**src/rtl/simon_out_sched.sv**
```systemverilog
// SIMON dataOUT output scheduler: round-robin core/status arbitration, one packet in flight at a time.
// Grant to doneDATA takes 1 edge; requests wait (unacknowledged) until the current packet is released or dropped.
module simon_out_sched #(
    parameter int N       = 16,
    parameter int TIMEOUT = 256
) (
    input  logic               clk,
    input  logic               nR,
    input  logic               validCORE,
    input  logic [1:0][N-1:0]  dataCORE,
    input  logic [7:0]         infoCORE,
    output logic               readCORE,
    input  logic               validSTAT,
    input  logic [7:0]         infoSTAT,
    output logic               readSTAT,
    output logic               doneDATA,
    output logic [7:0]         infoOUT,
    output logic [7:0]         countOUT,
    output logic [1:0][N-1:0]  outDATA,
    input  logic               readDATA,
    input  logic               donePKT,
    input  logic               readPKT,
    output logic               busy,
    output logic               errOUT
);

    localparam logic [2:0] S_IDLE      = 3'd0;
    localparam logic [2:0] S_LOAD      = 3'd1;
    localparam logic [2:0] S_WAIT_PKT  = 3'd2;
    localparam logic [2:0] S_WAIT_HOST = 3'd3;
    localparam logic [2:0] S_RELEASE   = 3'd4;

    localparam int             WDW     = (TIMEOUT > 1) ? $clog2(TIMEOUT) : 1;
    localparam logic [WDW-1:0] WD_LAST = WDW'((TIMEOUT > 0) ? TIMEOUT - 1 : 0);

    logic [2:0]         r_state;
    logic [WDW-1:0]     r_wdog;
    logic               r_last_core;
    logic               r_read_core;
    logic               r_read_stat;
    logic               r_done;
    logic [7:0]         r_info;
    logic [7:0]         r_count;
    logic [1:0][N-1:0]  r_data;
    logic               r_err;

    logic               w_req;
    logic               w_grant_stat;
    logic               w_wd_exp;

    assign w_req        = validCORE | validSTAT;
    // On a tie the requester that was not served last wins.
    assign w_grant_stat = validSTAT & (~validCORE | r_last_core);
    assign w_wd_exp     = (TIMEOUT != 0) && (r_wdog == WD_LAST);

    always_ff @(posedge clk or negedge nR) begin
        if (!nR) begin
            r_state     <= S_IDLE;
            r_wdog      <= '0;
            r_last_core <= 1'b1;
            r_read_core <= 1'b0;
            r_read_stat <= 1'b0;
            r_done      <= 1'b0;
            r_info      <= '0;
            r_count     <= '0;
            r_data      <= '0;
            r_err       <= 1'b0;
        end else begin
            r_read_core <= 1'b0;
            r_read_stat <= 1'b0;
            case (r_state)
                S_IDLE: begin
                    if (w_req) begin
                        r_done      <= 1'b1;
                        r_wdog      <= '0;
                        r_last_core <= ~w_grant_stat;
                        r_state     <= S_LOAD;
                        if (w_grant_stat) begin
                            r_read_stat <= 1'b1;
                            r_data      <= '0;
                            r_info      <= infoSTAT;
                        end else begin
                            r_read_core <= 1'b1;
                            r_data      <= dataCORE;
                            r_info      <= infoCORE;
                        end
                    end
                end
                S_LOAD: begin
                    // readDATA takes priority over a watchdog expiry on the same edge.
                    if (readDATA) begin
                        r_done  <= 1'b0;
                        r_wdog  <= '0;
                        r_state <= S_WAIT_PKT;
                    end else if (w_wd_exp) begin
                        r_err   <= 1'b1;
                        r_done  <= 1'b0;
                        r_state <= S_IDLE;
                    end else begin
                        r_wdog  <= r_wdog + 1'b1;
                    end
                end
                S_WAIT_PKT: begin
                    if (donePKT) begin
                        r_state <= S_WAIT_HOST;
                    end else if (w_wd_exp) begin
                        r_err   <= 1'b1;
                        r_done  <= 1'b0;
                        r_state <= S_IDLE;
                    end else begin
                        r_wdog  <= r_wdog + 1'b1;
                    end
                end
                S_WAIT_HOST: begin
                    if (readPKT) begin
                        r_count <= r_count + 8'd1;
                        r_state <= S_RELEASE;
                    end
                end
                S_RELEASE: begin
                    if (!readPKT && !donePKT) begin
                        r_state <= S_IDLE;
                    end
                end
                default: begin
                    r_state <= S_IDLE;
                end
            endcase
        end
    end

    assign readCORE = r_read_core;
    assign readSTAT = r_read_stat;
    assign doneDATA = r_done;
    assign infoOUT  = r_info;
    assign countOUT = r_count;
    assign outDATA  = r_data;
    assign errOUT   = r_err;
    assign busy     = (r_state != S_IDLE);

endmodule
```
**config.mk**
```make
export PLATFORM = sky130hd
export DESIGN_NAME = simon_out_sched
export DESIGN_NICKNAME = d
export VERILOG_FILES = /design/src/rtl/simon_out_sched.sv
export SDC_FILE = /design/constraint.sdc
export NUM_CORES = 1
export LEC_CHECK = 0
export BUFFER_PORTS_ARGS = -buffer_cell sky130_fd_sc_hd__buf_4
export CORE_MARGIN = 2
export CORE_UTILIZATION = 52
export DETAILED_ROUTE_END_ITERATION = 16
export GPL_TIMING_DRIVEN = 0
export PLACE_DENSITY_LB_ADDON = 0.15
export SETUP_SLACK_MARGIN = 0.4
export SLEW_MARGIN = 25
export SYNTH_ARGS = -nofsm -noshare
export SYNTH_HDL_FRONTEND = slang
export SYNTH_SLANG_ARGS = --single-unit
export TNS_END_PERCENT = 10
```
**constraint.sdc**
```tcl
create_clock -name clk -period 4.4 [get_ports clk]
set_input_delay 0.44 -clock clk [delete_from_list [all_inputs] [get_ports clk]]
set_output_delay 0.44 -clock clk [all_outputs]
set_load 0.005 [all_outputs]
```
# Word-level counts from Yosys, hierarchy flattened
# Index checks and enable logic that the tools add are counted.
[word_totals]
wordCells = 69
out_inout_bits = 53
register_bits = 64
[op_classes]
bitwise_logic = 5
n_eq_ne = 10
n_addsub = 2
muxes = 29
n_reduce_logical = 12
[ops]
columns = ["op", "n"]
rows = [
  ["two-way mux 8 bit", 5],
  ["two-way mux 32 bit", 1],
  ["case mux 8 bit (3 select lines)", 1],
  ["two-way mux 3 bit", 6],
  ["adder 8 x 1 -> 8 bit (second input constant)", 2],
  ["case mux 3 bit (5 select lines)", 1],
  ["two-way mux 1 bit", 13],
  ["inequality test 2 bit (second input constant)", 5],
  ["AND reduction 3 bit", 3],
  ["equality test 8 bit (second input constant)", 1],
  ["equality test 3 x 2 -> 1 bit (second input constant)", 2],
  ["nonzero test 3 bit", 2],
  ["AND reduction 2 bit", 2],
  ["equality test 3 x 1 -> 1 bit (second input constant)", 1],
  ["equality test 3 bit (second input constant)", 1],
  ["zero test 3 bit", 1],
  ["case mux 1 bit (3 select lines)", 1],
  ["zero test 1 bit", 2],
  ["NOT 1 bit", 2],
  ["bitwise OR 1 bit", 2],
  ["case mux 1 bit (2 select lines)", 1],
  ["nonzero test 2 bit", 1],
  ["AND 1 bit", 1],
  ["logical AND 1 bit", 1],
]

# Logic depth before layout (Yosys ltp)
[depth]
depth_word = 6
mapped_depth = 7
ltp_nobuf = 5

# Worst setup path after synthesis
# No wires, ideal clock.
[synth_timing]
kind = "input -> register"
startpoint = "input port donePKT"
endpoint = "register r_wdog[5]"
setup_time_ns = 0.078
setup_slack_ns = 2.714
cell_stages = 4
t_arrival_ns = 1.608
path_cell_list = "or3b_4 -> a2bb2oi_2 -> or4_1 -> a21boi_1"
[synth_via]
elab_chain_len = 2
[synth_rtl]
columns = ["item", "line", "text"]
rows = [
  ["from (decl)", "21", "input logic donePKT,"],
  ["inequality test 2 bit (no line)", "n/a", ""],
  ["AND reduction 3 bit (no line)", "n/a", ""],
  ["to (signal assigned)", "100", "r_wdog <= r_wdog + 1'b1;"],
  ["to (signal assigned)", "111", "r_wdog <= r_wdog + 1'b1;"],
  ["to (decl)", "37", "logic [WDW-1:0] r_wdog;"],
]
# Every way passes these cells.
# A chain may end at the register's enable or synchronous reset.

# Final worst setup path
[layout_timing]
startpoint = "register r_state[2]"
endpoint = "register r_data (netlist bit outDATA[10])"
[layout_via]
elab_chain_len = 2
[layout_rtl]
columns = ["item", "line", "text"]
rows = [
  ["from (decl)", "36", "logic [2:0] r_state;"],
  ["from (signal assigned)", "58", "r_state <= S_IDLE;"],
  ["from (signal assigned)", "77", "r_state <= S_LOAD;"],
  ["from (signal assigned)", "94", "r_state <= S_WAIT_PKT;"],
  ["zero test 3 bit", "71", "case (r_state)"],
  ["AND reduction 2 bit (no line)", "n/a", ""],
  ["to (signal assigned)", "84", "r_data <= dataCORE;"],
  ["to (decl)", "44", "logic [1:0][N-1:0] r_data;"],
]
# Every way passes these cells.

==> impl_metrics.csv <==
group,metric,value,unit
outcome,outcome,"finished, final reports clean",
setup_path,critical_path_class,"register to register",
timing,rsz0062_at_grt,"false",
pwr,ir_worst_vdd,0.3535,mV
global_route,grtUsageMet3,0.06395,
pwr,cellLeakagePower,0.001997,µW
setup_path,rrSetupSlack,2.51,ns
synth,ys_warn_count,0,
floorplanning,ios,108,
synth,synth_edf_count,0,
floorplanning,start_util,0.5460,
floorplanning,rows,26,
route,drt_iter0_drc,146,
setup_path,startpoint_type,"register",
setup_path,r2r-start,"r_state[2]",
setup_path,rr_worst_depth,7,
route,via_per_inst,5.337,
synth,synthFlopType,"dfrtp_1",
timing,setup_viol,0,
timing,worst_pin_slew,0.7957,ns
clocking,htree_levels,3,
clocking,insertion_delay,0.34,ns
timing,setup-tns-final,0,ns
global_route,busiest_layer,"met2",
global_route,grt_pass1_wl,11750,µm
placed_design,hpwl,4850,µm
synth,syn_avg_cell_area,9.771,µm²
layout,drive_gt1_frac,0.3236,
route,drt-wirelength-per-cell,14.16,µm
floorplanning,die_w,77.70,µm
global_route,grt_overflow_total,0,
clocking,post_cts_buffers,0,
synth,ys_ff_latch,64,
placed_design,portBuffers,107,
synth,synthTopCellsByArea,"dfrtp_1 (56%), nand2_1 (10%), o21ai_1 (6.9%)",
synth,synthCells,289,
layout,final_cell_mix,"buf_4 (107), nand2_1 (77), dfrtp_1 (63), o21ai_1 (39), clkbuf_1 (12)",
timing,hold_viol_final,0,
synth,mappedNetlistNets,346,
clocking,cts_tree,"done",
global_route,grt_max_degree,65,
placed_design,gp_congestion,0.8672,
clocking,clockBufferDepth,2,
floorplanning,die_area,6037,µm²
timing,min_period,1.891,ns
pwr,power_density,617.0,nW/µm²
layout,n_fill_cell,383,
layout,nets,464,
route,dr.pass1.iters,5,
synth,ys_types,42,
timing,slew_headroom,0.4695,
global_route,track_usage,0.2455,
setup_path,worstPathArrival,2.10,ns
layout,final_cell_area,3901,µm²
floorplanning,core_area,5172,µm²
synth,synth_top_area_frac,0.5583,
timing,finalCritPeriodShare,0.4299,
global_route,grt_pass1_vias,2634,
clocking,clkSinkCount,64,
clocking,root_buffer,"clkbuf_8",
global_route,antenna_found_initial,0,
setup_path,r2r-end,"outDATA[10]",
route,drc,0,
setup_path,cp.required,4.61,ns
timing,fmax,528.7,MHz
setup_path,crit_fanout,10,
timing,setup_slack,2.509,ns
timing,skew,0.007277,ns
clocking,cts_buffers,9,
floorplanning,die_h,77.70,µm
clocking,clk_pin_slew,0.07,ns
layout,n_antenna_cell,0,
clocking,hold_buffers,0,
synth,async_flop_share,1.000,
synth,syn_area,2824,µm²
layout,final_common_cell,"buf_4",
layout,area_growth,38.15,%
synth,synth_largest_area_cell,"dfrtp_1",
route,num_vias,2567,
timing,finalMaxSlewViolations,0,
route,ant_nets,0,
global_route,met2_usage,0.4103,
placed_design,place_ws,2.400,ns
placed_design,placed_cell_area,3715,µm²
layout,fin_util,0.7542,
setup_path,cp-end-kind,"register",
clocking,cts-resized-gates,0,
run,maxCapViolCount,0,
global_route,use_met1,0.2904,
min_path,min_path_type,"input pin to asynchronous set/reset pin",
synth,ys_seq_area_frac,0.5676,
pwr,finalPower,2407,µW
route,wirelength,6810,µm
==> per-layer routing <==
layer | vias up | routed length, µm
met5 | - | 0
met4 | 0 | 209
met3 | 22 | 424
met2 | 91 | 3444
met1 | 1230 | 2732
li1 | 1224 | -
==> flip-flops by register name, summed over array words and instances (netlist names) <==
signal / count
outDATA: 32
countOUT: 8
infoOUT: 8
r_wdog: 8
r_state: 3
doneDATA: 1
errOUT: 1
r_last_core: 1
readCORE: 1
readSTAT: 1
==> synth_stat cells, drive strengths merged, types with 2 or more instances <==
library cell,n
or3,3
a21o,4
nand3,9
nor2,4
mux2i,9
xor2,2
clkbuf,11
o21ai,47
nor2b,3
buf,6
nor3,2
or4,2
or3b,2
inv,3
nand4,4
nand2b,2
dfrtp,63
xnor2,5
a21oi,4
ha,2
nand2,77
and3,4
o31ai,4
a21boi,4
==> metrics by stage <==
step	instances	hold slack [ns]
floorplan	289	0.1444
global placement	466	0.4564
detailed placement	466	0.4638
CTS	481	0.2142
global route	481	0.2531
finish	481	0.1683
==> critical path, cell delays in order, from the launching register on <==
cell,delay (ns)
dfrtp_1,0.36
buf_2,0.19
or3_1,0.37
o21bai_1,0.21
buf_2,0.19
clkbuf_1,0.23
nand2_1,0.14
o21ai_1,0.07
==> cell families (layout without fill, tap and decap cells) <==
kind of cell / after synthesis / count (layout) / synth area share
AOI/OAI and AO/OA: 71 / 71 / 0.1511
DFF: 64 / 64 / 0.5676
muxes: 10 / 10 / 0.03589
adders and majority gates: 2 / 2 / 0.008860
and+or+nand+nor: 115 / 115 / 0.1865
xor gates and xnor gates: 7 / 7 / 0.02171
buffers and inverters: 20 / 142 / 0.02836
==> area by class of cell <==
class / instances / area (µm²) / share of cell area
clock buffers: 11 / 141.4 / 0.03624
well taps: 70 / 87.58 / 0.02245
repair buffers: 107 / 803.3 / 0.2059
clock inverters: 4 / 45.04 / 0.01155
multi-input cells: 205 / 1141 / 0.2925
plain buffers: 17 / 68.82 / 0.01764
inverters: 3 / 11.26 / 0.002886
flip-flops and latches: 64 / 1603 / 0.4108
==> worst max path at each step <==
stage               cells past startpoint  startpoint     endpoint  slack [ns]
floorplan                               4     donePKT    r_wdog[5]        2.71
global placement                        6   validCORE   infoOUT[5]        2.39
detailed placement                      6   validCORE   infoOUT[1]        2.40
CTS                                     7  r_state[2]  outDATA[26]        2.50
global route                            7  r_state[2]  outDATA[23]        2.36
finish                                  7  r_state[2]  outDATA[10]        2.51
==> where the power goes <==
part	internal (µW)	switching [µW]	total [µW]	leakage [µW]
logic	480	505	985	0.00107
registers	803	131	934	0.000827
clock network	271	217	488	0.0000989
total	1550	853	2410	0.00200
Note: power is estimated with default switching activity, not from simulation.
